===== config.mk =====
export PLATFORM = sky130hd
export DESIGN_NAME = cerceve_denetleyici
export DESIGN_NICKNAME = d
export VERILOG_FILES = /design/src/rtl/cerceve_denetleyici.sv
export SDC_FILE = /design/constraint.sdc
export NUM_CORES = 1
export LEC_CHECK = 0
export ABC_AREA = 1
export ABC_CLOCK_PERIOD_IN_PS = 2550
export BUFFER_PORTS_ARGS = -buffer_cell sky130_fd_sc_hd__buf_2
export CAP_MARGIN = 30
export CORE_ASPECT_RATIO = 0.8
export CORE_UTILIZATION = 30
export CTS_CLUSTER_DIAMETER = 40
export DETAILED_ROUTE_END_ITERATION = 10
export SETUP_SLACK_MARGIN = 0.4
export SYNTH_ARGS = -nofsm -noshare
export SYNTH_HDL_FRONTEND = slang
export SYNTH_SLANG_ARGS = --single-unit

===== constraint.sdc =====
create_clock -name clk_i -period 2.55 [get_ports clk_i]
set_input_delay 0.255 -clock clk_i [delete_from_list [all_inputs] [get_ports clk_i]]
set_output_delay 0.255 -clock clk_i [all_outputs]
set_load 0.05 [all_outputs]

===== src/rtl/cerceve_denetleyici.sv =====
// cerceve_denetleyici
//   Frame sequencer between the UART RX FIFO, jpeg_coz, gorev_birimi and the
//   TX FIFO. A frame is: length high byte, length low byte (big-endian payload
//   count N), task byte, then N payload bytes. The decoded task is handed to
//   gorev_birimi with a one-cycle start pulse. The payload is streamed into
//   jpeg_coz, and result bytes are forwarded to TX. The frame is closed with
//   the 8-bit modular sum of the result bytes.
//
//   Optional build macro: ZAMAN_ASIMI_EN adds an RX inactivity timeout of
//   ZA_DONGU cycles. The default build has no timer.
//
// Ports
//   clk_i, rst_i            clock, asynchronous active-high reset
//   rx_veri_i/rx_gecerli_i  RX FIFO head byte / not empty
//   rx_hazir_o              pop RX head (transfer = rx_gecerli_i & rx_hazir_o)
//   coz_veri_o/coz_gecerli_o/coz_hazir_i   payload stream to jpeg_coz
//   gb_basla_o/gb_gorev_o   start pulse and task code to gorev_birimi
//   gb_veri_i/gb_gecerli_i/gb_son_i/gb_stall_o   result stream from gorev_birimi
//   tx_veri_o/tx_gecerli_o/tx_dolu_i       TX FIFO write side
//   mesgul_o                busy (any state but BOSTA)
//   hata_o                  one-cycle error pulse
module cerceve_denetleyici #(
   parameter int VERI_BIT     = 8,
   parameter int UZUNLUK_BIT  = 16,
   parameter int GOREV_BIT    = 2,
   parameter int GOREV_SAYISI = 3,
   parameter int ZA_DONGU     = 1000000
) (
   input  logic                 clk_i,
   input  logic                 rst_i,
   input  logic [VERI_BIT-1:0]  rx_veri_i,
   input  logic                 rx_gecerli_i,
   output logic                 rx_hazir_o,
   output logic [VERI_BIT-1:0]  coz_veri_o,
   output logic                 coz_gecerli_o,
   input  logic                 coz_hazir_i,
   output logic                 gb_basla_o,
   output logic [GOREV_BIT-1:0] gb_gorev_o,
   input  logic [VERI_BIT-1:0]  gb_veri_i,
   input  logic                 gb_gecerli_i,
   input  logic                 gb_son_i,
   output logic                 gb_stall_o,
   output logic [VERI_BIT-1:0]  tx_veri_o,
   output logic                 tx_gecerli_o,
   input  logic                 tx_dolu_i,
   output logic                 mesgul_o,
   output logic                 hata_o
);

   typedef enum logic [2:0] {
      BOSTA, UZ_DUSUK, GOREV, BASLAT, AKIT, BEKLE, SAGLAMA, DUSUR
   } durum_t;

   localparam logic [UZUNLUK_BIT-1:0] BIR = UZUNLUK_BIT'(1);

   durum_t                 r_durum, w_sonraki;
   logic [UZUNLUK_BIT-1:0] r_uzunluk;
   logic [UZUNLUK_BIT-1:0] r_sayac;
   logic [VERI_BIT-1:0]    r_toplam;
   logic                   r_son;
   logic [GOREV_BIT-1:0]   r_gorev;

   logic w_rx_aktarim;
   logic w_sonuc_yaz;
   logic w_gorev_gecersiz;
   logic w_zaman_asimi;

   assign w_rx_aktarim     = rx_gecerli_i & rx_hazir_o;
   assign w_sonuc_yaz      = ((r_durum == AKIT) || (r_durum == BEKLE)) &&
                             gb_gecerli_i && !tx_dolu_i;
   assign w_gorev_gecersiz = int'(rx_veri_i[GOREV_BIT-1:0]) >= GOREV_SAYISI;
   assign gb_gorev_o       = r_gorev;
   assign mesgul_o         = (r_durum != BOSTA);

`ifdef ZAMAN_ASIMI_EN
   localparam int ZA_BIT = $clog2(ZA_DONGU + 1);

   logic [ZA_BIT-1:0] r_za;
   logic              w_za_say;

   // In every timed state the RX side is ready except for jpeg_coz stalls in
   // AKIT, so "no byte offered" is the idle condition. This keeps the timer
   // off the rx_hazir_o path and makes coz_hazir_i stalls never time out.
   always_comb begin
      w_za_say = 1'b0;
      case (r_durum)
         UZ_DUSUK, GOREV, AKIT, DUSUR: w_za_say = !rx_gecerli_i;
         default:                      w_za_say = 1'b0;
      endcase
   end

   assign w_zaman_asimi = w_za_say && (r_za == ZA_BIT'(ZA_DONGU - 1));

   always_ff @(posedge clk_i or posedge rst_i) begin
      if (rst_i)
         r_za <= '0;
      else if (!w_za_say || w_zaman_asimi)
         r_za <= '0;
      else
         r_za <= r_za + ZA_BIT'(1);
   end
`else
   logic w_unused_za;
   assign w_unused_za   = (ZA_DONGU == 0);
   assign w_zaman_asimi = 1'b0;
`endif

   always_ff @(posedge clk_i or posedge rst_i) begin
      if (rst_i) begin
         r_durum   <= BOSTA;
         r_uzunluk <= '0;
         r_sayac   <= '0;
         r_toplam  <= '0;
         r_son     <= 1'b0;
         r_gorev   <= '0;
      end else begin
         r_durum <= w_sonraki;
         case (r_durum)
            BOSTA:
               if (w_rx_aktarim) r_uzunluk <= UZUNLUK_BIT'(rx_veri_i);
            UZ_DUSUK:
               if (w_rx_aktarim)
                  r_uzunluk <= {r_uzunluk[UZUNLUK_BIT-VERI_BIT-1:0], rx_veri_i};
            GOREV:
               if (w_rx_aktarim) begin
                  r_gorev  <= rx_veri_i[GOREV_BIT-1:0];
                  r_sayac  <= r_uzunluk;
                  r_toplam <= '0;
                  r_son    <= 1'b0;
               end
            AKIT, DUSUR:
               if (w_rx_aktarim) r_sayac <= r_sayac - BIR;
            default: ;
         endcase
         // Only active in AKIT/BEKLE, so it never collides with the GOREV clear.
         if (w_sonuc_yaz) begin
            r_toplam <= r_toplam + gb_veri_i;
            if (gb_son_i) r_son <= 1'b1;
         end
      end
   end

   always_comb begin
      w_sonraki     = r_durum;
      rx_hazir_o    = 1'b0;
      coz_veri_o    = '0;
      coz_gecerli_o = 1'b0;
      gb_basla_o    = 1'b0;
      gb_stall_o    = 1'b1;
      tx_veri_o     = '0;
      tx_gecerli_o  = 1'b0;
      hata_o        = 1'b0;

      case (r_durum)
         BOSTA: begin
            rx_hazir_o = 1'b1;
            if (rx_gecerli_i) w_sonraki = UZ_DUSUK;
         end
         UZ_DUSUK: begin
            rx_hazir_o = 1'b1;
            if (rx_gecerli_i) w_sonraki = GOREV;
         end
         GOREV: begin
            rx_hazir_o = 1'b1;
            if (rx_gecerli_i) begin
               if (r_uzunluk == '0) begin
                  hata_o    = 1'b1;
                  w_sonraki = BOSTA;
               end else if (w_gorev_gecersiz) begin
                  hata_o    = 1'b1;
                  w_sonraki = DUSUR;
               end else begin
                  w_sonraki = BASLAT;
               end
            end
         end
         BASLAT: begin
            gb_basla_o = 1'b1;
            w_sonraki  = AKIT;
         end
         AKIT: begin
            coz_veri_o    = rx_veri_i;
            coz_gecerli_o = rx_gecerli_i;
            rx_hazir_o    = coz_hazir_i;
            gb_stall_o    = tx_dolu_i;
            tx_veri_o     = gb_veri_i;
            tx_gecerli_o  = gb_gecerli_i & !tx_dolu_i;
            // The last result may land in the same cycle as the last payload
            // byte; look at the incoming son as well as the stored flag.
            if (rx_gecerli_i && coz_hazir_i && (r_sayac == BIR))
               w_sonraki = (r_son || (w_sonuc_yaz && gb_son_i)) ? SAGLAMA : BEKLE;
         end
         BEKLE: begin
            gb_stall_o   = tx_dolu_i;
            tx_veri_o    = gb_veri_i;
            tx_gecerli_o = gb_gecerli_i & !tx_dolu_i;
            if (w_sonuc_yaz && gb_son_i) w_sonraki = SAGLAMA;
         end
         SAGLAMA: begin
            tx_veri_o    = r_toplam;
            tx_gecerli_o = !tx_dolu_i;
            if (!tx_dolu_i) w_sonraki = BOSTA;
         end
         DUSUR: begin
            rx_hazir_o = 1'b1;
            if (rx_gecerli_i && (r_sayac == BIR)) w_sonraki = BOSTA;
         end
         default: w_sonraki = BOSTA;
      endcase

      if (w_zaman_asimi) begin
         hata_o    = 1'b1;
         w_sonraki = BOSTA;
      end

      // State already sits in BOSTA under reset; keep the FIFO untouched too.
      if (rst_i) rx_hazir_o = 1'b0;
   end

endmodule


==> impl_metrics.csv, run 1 <==
group,metric,value,unit
sta,slew_headroom,64.53,%
placement,dp_hpwl,6252,µm
power_and_ir_drop,p_leak,1.872,nW
drt,drt-initial-drc-count,163,
placement,numPortBuffers,47,
final_layout,diodes,0,
outcome,violations,"hold timing",
drt,wirelength,8025,µm
clock_network,cts_buffers,5,
synthesis,ys_ff_latch,46,
synthesis,async_reset_ff_share,100.0,%
critical_path,cp-end-kind,"primary output",
final_layout,layout-drive-gt1-share,16.53,%
synthesis,synth_area_per_cell,6.933,µm²
final_layout,area_growth,17.68,%
global_routing,grt_pass1_wl,13460,µm
synthesis,yosysUniqueCellTypes,34,
die,dieArea,10580,µm²
synthesis,ys_seq_area_share,37.74,%
sta,rsz0062_at_grt,"yes",
clock_network,cts-htree-levels,2,
synthesis,ys.flop_type,"dfrtp_1",
power_and_ir_drop,power_density,1208,nW/µm²
critical_path,critPathTopFamily,"simple AND/OR/NAND/NOR gates",
critical_path,path_cells,"inv_2, nand3_1, nand2_4, nand2_1, o21ai_0, buf_4",
critical_path,rr_endpoint,"r_sayac[0]$_DFFE_PP0P_",
global_routing,antenna_found_initial,0,
critical_path,critical_path_class,"register to primary output",
sta,finClkSkew,0.004645,ns
critical_path,r2r-start,"r_durum[0]$_DFFE_PP0P_",
synthesis,synth-edff-count,0,
critical_path,worstPathRequired,2.30,ns
die,fp.dieH,92.19,µm
outcome,outcome,"finished, violations left",
final_layout,ff_latch_area,1152,µm²
final_layout,finish.utilization,36.74,%
clock_network,clk_pin_slew,0.07,ns
synthesis,synth_area_leaders,"dfrtp_1 38%, nand2_1 17%, nor2_1 7.8%, inv_1 6.4%, o21ai_0 5.7%",
global_routing,grtUsageTotal,16.27,%
synthesis,ys_top_cells_by_count,"136 x nand2_1, 63 x nor2_1, 52 x inv_1, 46 x dfrtp_1, 35 x o21ai_0",
critical_path,crit_path_max_incr_delay,0.48,ns
sta,tightest_slew,0.5300,ns
clock_network,clockBufferDepth,2,
sta,timing.fmax,489.4,MHz
drt,antenna_left,0,
power_and_ir_drop,total_power,0.004336,W
final_layout,fillerInstances,1039,
clock_network,cts.sinks,46,
job,max-cap-violations,0,
power_and_ir_drop,ir_worst_vdd,0.4472,mV
synthesis,syn_nets,473,
synthesis,netlist_area,3050,µm²
critical_path,critPathLaunchType,"register",
critical_path,r2r_cells,9,
critical_path,crit_arrival,1.79,ns
drt,drc,0,
critical_path,cp.buffers_inverters,2,
sta,drv_slew,0,
global_routing,met1_usage,24.08,%
critical_path,cp_max_fo,12,
sta,period_minus_slack,2.043,ns
synthesis,synth_top_area_share,37.74,%
die,design.core.area,9769,µm²
global_routing,overflow,0,
critical_path,rrSetupSlack,0.59,ns
global_routing,first_global_vias,2763,
die,start_util,31.22,%
drt,dr.pass1.iters,5,
global_routing,grt_use_met2,24.29,%
die,fp.dieW,114.7,µm
sta,fin_hold_ws,-0.003124,ns
synthesis,synth_cells,440,
synthesis,synth_most_common_cell,"nand2_1",
critical_path,critPathSlowestCell,"dfrtp_1",
die,ioPinCount,48,
hold_path,hp-class,"primary input to async pin",
global_routing,use_met3,2.049,%
sta,hold_viol_final,7,
clock_network,ctsHoldBuffers,0,
drt,avgViaCountPerCell,4.671,
clock_network,cts_tree,"built",
final_layout,num-nets-final,522,
die,rows,32,
global_routing,busiest_layer,"met2",
drt,via_count,2924,
clock_network,clock_latency,0.29,ns
sta,finalCritPeriodShare,80.14,%
drt,wl_per_cell,12.82,µm
sta,setup_viol,0,
sta,finalSetupTns,0,ns
clock_network,clock-root-buffer,"clkbuf_16",
synthesis,yosysTopAreaCell,"dfrtp_1",
global_routing,grt_max_degree,27,
synthesis,ys_warn_count,0,
placement,routabilityCongestion,0.8241,
final_layout,multi_input_area,1643,µm²
==> per-layer routing <==
layer,up-vias,share of wire [%]
li1,1494,-
met1,1337,52
met2,82,43
met3,11,3.9
met4,0,1.5
met5,-,0
==> layout by cell type (no fill, tap or decap), types with 4 or more instances in the layout <==
master and instances:
ha_1 9, dfrtp_1 45, nand2_1 135, o21ai_0 35, buf_4 5, o21ai_1 7
a21oi_1 8, inv_2 4, inv_1 51, buf_2 46, o22ai_1 5, nand2_2 4
xor2_1 8, nand3_1 24, a31oi_1 4, clkbuf_16 5, o211ai_1 4, nor2_1 62
==> how the worst max path moves through the flow <==
stage          depth (start not counted)              startpoint  slack (ns)           end
5_1_grt                                6  r_durum[0]$_DFFE_PP0P_        0.31  tx_gecerli_o
3_5_place_dp                           6  r_durum[0]$_DFFE_PP0P_        0.49  tx_gecerli_o
4_1_cts                                3  r_durum[2]$_DFFE_PP0P_        0.42  tx_veri_o[0]
3_3_place_gp                           6  r_durum[0]$_DFFE_PP0P_        0.58  tx_gecerli_o
6_report                               6  r_durum[1]$_DFFE_PP0P_        0.51  tx_gecerli_o
2_1_floorplan                          3  r_durum[0]$_DFFE_PP0P_        0.38  tx_gecerli_o
==> power breakdown <==
group	total, W	internal (W)	switching (W)
sequential	0.00143	0.00107	0.000369
combinational	0.00225	0.000711	0.00154
clock	0.000652	0.000363	0.000289
==> area by class of cell <==
| cell class | count | share of cell area, % |
|---|---|---|
| Multi-Input combinational cell | 329 | 45.77 |
| Sequential cell | 46 | 32.10 |
| Timing Repair Buffer | 51 | 7.459 |
| Inverter | 56 | 5.856 |
| Tap cell | 136 | 4.740 |
| Clock buffer | 5 | 3.486 |
| Clock inverter | 3 | 0.5925 |
==> registers in the layout (all words and copies together), names as in the netlist <==
name / cells
r_sayac: 16
r_uzunluk: 16
r_toplam: 8
r_durum: 3
gb_gorev_o: 2
r_son: 1
==> timing repair <==
action	CTS	global route
setup buffers	0	0
gates cloned	0	0
resized for setup	3	3
setup endpoints to repair	6	18
==> cells by family (layout without fill, tap and decap cells) <==
logic type                 count (synthesis)  count (layout)  share of synthesized area [%]
adders and majority gates                 10              10                          4.348
DFF                                       46              46                          37.74
AOI/OAI and AO/OA                         68              68                          12.35
buffers and inverters                     65             115                          8.900
and+or+nand+nor                          242             242                          34.09
xor gates and xnor gates                   9               9                          2.584
==> stage by stage <==
stage | area, µm² | setup WS, ns | hold slack [ns] | instances
CTS | 3581 | 0.4236 | 0.009488 | 626
floorplan | 3050 | 0.3768 | 0.4051 | 440
detailed placement | 3425 | 0.4874 | 0.3248 | 618
global placement | 3425 | 0.5772 | 0.3154 | 618
finish | 3590 | 0.5065 | -0.003124 | 626
global route | 3590 | 0.3106 | 0.03485 | 626
No activity file was read; power rests on OpenSTA's default activity.
==> run 2: changes to the inputs <==
ABC_AREA = 0   (was 1)
ABC_CLOCK_PERIOD_IN_PS = 2100   (was 2550)
clock period = 2.1 ns   (was 2.55 ns; I/O delays follow)
==> run 2 against run 1 <==
Against the previous run: the flow finishes with violations (DRC, setup timing); sequential power grew 22%; via count up 6.0%; non-clock buffer count grew 48; first-iteration DRC count up 25%; combinational power is 120% higher; clock skew up 0.00053 ns; worst setup slack lost 0.56 ns; total power is 75% higher; register-to-register slack worse by 0.64 ns; critical path type is now register to register.
==> impl_metrics.csv, run 2 <==
group,metric,value,unit
sta,hold_viol_final,0,
synthesis,synth_area_per_cell,8.595,µm²
clock_network,clockBufferDepth,2,
synthesis,ys_seq_area_share,38.82,%
critical_path,r2r-start,"r_sayac[10]$_DFFE_PP0P_",
synthesis,ys.flop_type,"dfrtp_1",
synthesis,async_reset_ff_share,100.0,%
drt,drt-initial-drc-count,203,
die,start_util,30.86,%
final_layout,fillerInstances,901,
die,fp.dieH,90.93,µm
final_layout,fin_area,4494,µm²
power_and_ir_drop,ir_worst_vdd,1.177,mV
sta,timing.fmax,465.2,MHz
synthesis,ys_top_cells_by_count,"47 x nand2_1, 46 x dfrtp_1, 31 x a21oi_1, 24 x nor2_1, 24 x o21ai_0",
clock_network,clk_pin_slew,0.07,ns
drt,avgViaCountPerCell,5.612,
synthesis,synth_top_area_share,38.82,%
placement,preCtsSetupSlack,-0.09549,ns
placement,numPortBuffers,47,
critical_path,rr_endpoint,"r_durum[1]$_DFFE_PP0P_",
sta,finalCritPeriodShare,102.4,%
final_layout,finish.utilization,46.77,%
global_routing,grt_pass1_wl,14880,µm
global_routing,busiest_layer,"met2",
global_routing,grt_max_degree,36,
final_layout,layout_common_cells,"46 x nand2_1, 44 x dfrtp_1, 33 x buf_4, 26 x buf_2",
clock_network,cts_tree,"built",
drt,wl_per_cell,17.63,µm
die,rows,32,
sta,finClkSkew,0.005172,ns
critical_path,endpoint,"r_durum[1]$_DFFE_PP0P_",
die,dieArea,10290,µm²
global_routing,overflow,0,
global_routing,grt_use_met2,28.22,%
synthesis,synth_most_common_cell,"nand2_1",
final_layout,final_common_cell,"nand2_1",
critical_path,rrSetupSlack,-0.05,ns
drt,drc,2,
clock_network,cts.sinks,46,
synthesis,synth_area_leaders,"dfrtp_1 39%, nand2_1 5.9%, a21oi_1 5.2%, o21ai_0 4.1%, ha_1 3.8%",
placement,routabilityCongestion,0.8180,
final_layout,area_growth,51.56,%
power_and_ir_drop,power_density,1689,nW/µm²
die,fp.dieW,113.2,µm
critical_path,critPathLaunchType,"register",
final_layout,reg.largest.list,"r_sayac x16, r_uzunluk x16, r_toplam x8",
clock_network,clock_latency,0.29,ns
critical_path,r2r_cells,5,
synthesis,ys_ff_latch,46,
drt,via_count,3098,
global_routing,use_met3,2.483,%
placement,dp_hpwl,6320,µm
critical_path,worstPathRequired,2.27,ns
final_layout,layout-drive-gt1-share,45.50,%
sta,rsz0062_at_grt,"yes",
outcome,outcome,"finished, violations left",
clock_network,cts-htree-levels,2,
drt,wirelength,9732,µm
final_layout,diodes,0,
power_and_ir_drop,p_leak,1.916,nW
global_routing,antenna_found_initial,0,
job,max-cap-violations,0,
sta,slew_headroom,65.04,%
sta,period_minus_slack,2.150,ns
synthesis,synth_cells,345,
sta,drv_slew,0,
die,ioPinCount,48,
hold_path,hp-class,"primary input to register",
drt,antenna_left,0,
sta,setup_viol,3,
synthesis,yosysTopAreaCell,"dfrtp_1",
sta,tightest_slew,0.5212,ns
sta,fin_ws,-0.04972,ns
global_routing,first_global_vias,2860,
global_routing,grtUsageTotal,18.32,%
sta,fin_hold_ws,0.1721,ns
final_layout,num-nets-final,465,
critical_path,cp-end-kind,"register",
synthesis,netlist_area,2965,µm²
synthesis,synth-edff-count,0,
outcome,violations,"DRC, setup timing",
critical_path,cp_max_fo,4,
sta,finalSetupTns,-0.1024,ns
synthesis,ys_warn_count,0,
placement,placed_area,3547,µm²
global_routing,met1_usage,26.97,%
critical_path,critical_path_class,"register to register",
synthesis,yosysUniqueCellTypes,56,
clock_network,cts_buffers,5,
clock_network,clock-root-buffer,"clkbuf_16",
critical_path,crit_arrival,2.32,ns
die,design.core.area,9609,µm²
synthesis,syn_nets,378,
drt,dr.pass1.iters,8,
critical_path,startpoint,"r_sayac[10]$_DFFE_PP0P_",
-- run 2: kinds of logic (layout without fill, tap and decap cells) --
logic type / after synthesis / after routing / synth area share (%)
buffers and inverters: 31 / 118 / 5.358
AND/OR/NAND/NOR: 136 / 136 / 22.83
adder cells (fa/ha/maj): 10 / 10 / 4.473
XOR/XNOR: 4 / 4 / 1.182
AO/OA/AOI/OAI: 103 / 104 / 21.77
multiplexers: 15 / 15 / 5.570
flip-flops: 46 / 46 / 38.82
-- run 2: metrics by stage --
step	power, W	cells
final	0.007592	552
after global routing	0.008002	552
after CTS	0.006824	542
after detailed placement	0.005254	520
after global placement	0.005158	520
after floorplan	0.004245	345
-- run 2: final cells by class --
cell class | instances | area (µm²) | area share [%]
clock inverters | 3 | 43.79 | 0.9744
repair buffers | 99 | 913.4 | 20.32
inverters | 11 | 45.04 | 1.002
clock buffers | 5 | 125.1 | 2.784
multi-input cells | 269 | 2064 | 45.94
well taps | 119 | 148.9 | 3.313
flip-flops and latches | 46 | 1154 | 25.67
-- run 2: worst min-delay path by stage --
stage	from	end	slack [ns]	cells past startpoint
6_report	rx_veri_i[4]	r_uzunluk[4]$_DFFE_PP0P_	0.17	2
4_1_cts	rx_veri_i[3]	r_uzunluk[3]$_DFFE_PP0P_	0.17	2
5_1_grt	rx_veri_i[3]	r_uzunluk[3]$_DFFE_PP0P_	0.17	2
2_1_floorplan	rx_veri_i[0]	r_uzunluk[0]$_DFFE_PP0P_	0.36	1
3_5_place_dp	rst_i	r_toplam[1]$_DFFE_PP0P_	0.27	2
3_3_place_gp	rst_i	r_toplam[1]$_DFFE_PP0P_	0.26	2
-- run 2: repair_timing --
item / in CTS / in global routing
gates cloned: 1 / 2
pin swaps: 13 / 18
hold buffers: 1 / 0
hold endpoints to repair: 11 / 0
setup buffers: 12 / 8
resized for setup: 80 / 75
setup endpoints to repair: 54 / 67
-- run 2: worst max-delay path: stages (launching register included) --
cell and delay [ns]:
dfrtp_1 0.38, or4_4 0.54, or4_4 0.48, nor3_2 0.21, o22ai_2 0.10, mux2_1 0.32
-- run 2: report_power, final --
group / total [W] / internal (W) / switching (W) / leakage, nW
logic: 0.00492 / 0.00221 / 0.00271 / 1.26
registers: 0.00175 / 0.00128 / 0.000473 / 0.570
clock network: 0.000921 / 0.000564 / 0.000356 / 0.0842
total: 0.00759 / 0.00405 / 0.00354 / 1.92
-- run 2: per-layer routing --
layer  wire (µm)  part of all wire, %
met2        4502                   46
met3         664                  6.8
met4         182                  1.9
met5           0                    0
met1        4382                   45
==> run 3: changes to the inputs <==
CORE_UTILIZATION = 57   (was 30)
PLACE_DENSITY = 0.8   (was unset)
==> run 3 against run 2 <==
Against the previous run: the flow still finishes with violations (DRC, setup timing); clock-buffer cell count stayed put; largest power group unchanged; die area fell by 47%; non-clock buffer count up 17; utilization rose by 45 points; sequential share of layout area is 0.54 points lower; critical endpoint is now r_sayac[14]$_DFFE_PP0P_; global-route usage increased by 16 points; highest routed layer unchanged.
==> impl_metrics.csv, run 3 (same netlist as run 2, synthesis figures left out) <==
group,metric,value,unit
hold_path,min_from,"rx_veri_i[6]",
hold_path,hold_path_end,"r_uzunluk[6]$_DFFE_PP0P_",
drt,via_count,3835,
power_and_ir_drop,p_leak,1.990,nW
final_layout,final_common_cell,"buf_4",
sta,period_minus_slack,2.255,ns
clock_network,clockBufferDepth,2,
die,fp.dieW,82.64,µm
final_layout,fillerInstances,159,
critical_path,cp-end-kind,"register",
critical_path,cp_max_fo,5,
sta,rsz0062_at_grt,"yes",
die,design.core.area,5007,µm²
sta,timing.fmax,443.4,MHz
hold_path,hp-class,"primary input to register",
clock_network,clock-root-buffer,"clkbuf_8",
critical_path,critical_path_class,"register to register",
drt,dr_wl_met3,2060,µm
drt,drc,13,
drt,dr.pass1.iters,11,
global_routing,grt_max_degree,45,
placement,dp_hpwl,5780,µm
clock_network,clk_pin_slew,0.10,ns
clock_network,cts.sinks,46,
critical_path,worstPathRequired,2.37,ns
clock_network,clock_latency,0.32,ns
die,start_util,59.22,%
die,ioPinCount,48,
power_and_ir_drop,pwr-share-clk,7.6,%
final_layout,layout-drive-gt1-share,52.00,%
power_and_ir_drop,p_sw_share,51.80,%
power_and_ir_drop,p_switching,0.004232,W
critical_path,rr_endpoint,"r_sayac[14]$_DFFE_PP0P_",
final_layout,diodes,0,
drt,met1_length,4653,µm
hold_path,holdPathStages,2,
power_and_ir_drop,p_seq_share,22.6,%
sta,finalCritPeriodShare,107.4,%
drt,route.top_layer_used,"met4",
placement,numPortBuffers,47,
sta,setup_viol,8,
placement,routabilityCongestion,0.8288,
power_and_ir_drop,internal_power,0.003938,W
final_layout,reg.largest.list,"r_sayac x16, r_uzunluk x16, r_toplam x8",
final_layout,multi_input_area,2181,µm²
sta,drv_slew,0,
global_routing,first_global_vias,2775,
drt,wirelength,13870,µm
sta,finalSetupTns,-0.7040,ns
sta,finClkSkew,0.004530,ns
clock_network,cts-htree-levels,2,
sta,fin_ws,-0.1551,ns
sta,slew_headroom,58.57,%
final_layout,finish.utilization,91.88,%
global_routing,overflow,0,
final_layout,num-nets-final,482,
drt,antenna_left,0,
sta,tightest_slew,0.6137,ns
final_layout,layout_common_cells,"45 x buf_4, 42 x dfrtp_1, 37 x nand2_1, 29 x buf_6, 25 x buf_2",
critical_path,critPathLaunchType,"register",
final_layout,area_growth,55.15,%
clock_network,cts_tree,"built",
drt,wl_met2,6056,µm
outcome,outcome,"finished, violations left",
drt,drt-initial-drc-count,854,
die,rows,23,
job,max-cap-violations,0,
critical_path,r2r-start,"r_sayac[10]$_DFFE_PP0P_",
global_routing,grtUsageTotal,33.92,%
die,fp.dieH,66.51,µm
clock_network,cts_buffers,5,
power_and_ir_drop,ir_worst_vdd,1.261,mV
final_layout,ff_latch_area,1156,µm²
power_and_ir_drop,combinationalPowerShare,69.8,%
critical_path,r2r_cells,7,
global_routing,grt_pass1_wl,13780,µm
critical_path,rrSetupSlack,-0.16,ns
drt,avgViaCountPerCell,7.490,
critical_path,crit_arrival,2.52,ns
power_and_ir_drop,power_density,1776,nW/µm²
global_routing,antenna_found_initial,0,
sta,hold_viol_final,0,
die,dieArea,5496,µm²
outcome,violations,"DRC, setup timing",
drt,wl_per_cell,27.09,µm
run 3: power by group through the flow:
| stage | Clock, W | Combinational [W] | Sequential (W) |
|---|---|---|---|
| CTS | 0.000587 | 0.00376 | 0.00170 |
| detailed placement | 0 | 0.00349 | 0.00169 |
| floorplan | 0 | 0.00261 | 0.00164 |
| global placement | 0 | 0.00339 | 0.00167 |
| finish | 0.000624 | 0.00570 | 0.00184 |
| global route | 0.000660 | 0.00587 | 0.00184 |
run 3: worst max-delay path by stage:
| stage | startpoint | end |
|---|---|---|
| 4_1_cts | r_sayac[10]$_DFFE_PP0P_ | r_durum[0]$_DFFE_PP0P_ |
| 3_5_place_dp | r_sayac[10]$_DFFE_PP0P_ | r_durum[0]$_DFFE_PP0P_ |
| 3_3_place_gp | r_sayac[10]$_DFFE_PP0P_ | r_durum[0]$_DFFE_PP0P_ |
| 2_1_floorplan | r_sayac[10]$_DFFE_PP0P_ | r_durum[0]$_DFFE_PP0P_ |
| 6_report | r_sayac[10]$_DFFE_PP0P_ | r_sayac[14]$_DFFE_PP0P_ |
| 5_1_grt | r_sayac[10]$_DFFE_PP0P_ | r_durum[0]$_DFFE_PP0P_ |
run 3: final cells by class:
type / instances / share of cell area (%)
clock buffer: 5 / 1.496
timing repair buffer: 116 / 22.71
sequential: 46 / 25.13
inverter: 11 / 1.033
clock inverter: 3 / 0.5439
multi-input combinational: 269 / 47.40
tap: 62 / 1.686
run 3: metrics by stage:
step                      power (W)  hold WS (ns)  cells  cell area [µm²]  setup slack, ns
after floorplan            0.004245        0.3606    345             3050         -0.08197
after global placement     0.005060        0.1298    459             3433         -0.07305
after detailed placement   0.005185        0.1350    459             3433          -0.1378
after CTS                  0.006046        0.1309    472             3739         -0.04945
after global routing       0.008372        0.1228    512             4601          -0.1953
final                      0.008170        0.1419    512             4601          -0.1551
run 3: worst max-delay path: stages, from the launching register on:
cell and delay [ns]:
dfrtp_1 0.41, or4_4 0.54, or4_4 0.49, buf_4 0.18, nor3_4 0.17, buf_4 0.14
o21a_1 0.12, o22a_1 0.15
run 3: routing by layer:
layer / up-vias / global-route usage [%]
met1: 1759 / 49.03
met2: 440 / 51.95
met5: - / 0
met4: 0 / 9.483
li1: 1466 / -
met3: 170 / 6.027
run 3: timing repair:
| action | in CTS | in global routing |
|---|---|---|
| setup endpoints to repair | 66 | 60 |
| pin swaps | 4 | 42 |
| hold buffers | 1 | 0 |
| hold endpoints to repair | 2 | 0 |
| setup buffers | 4 | 36 |
| cloned | 0 | 4 |
| gates resized for setup | 33 | 181 |
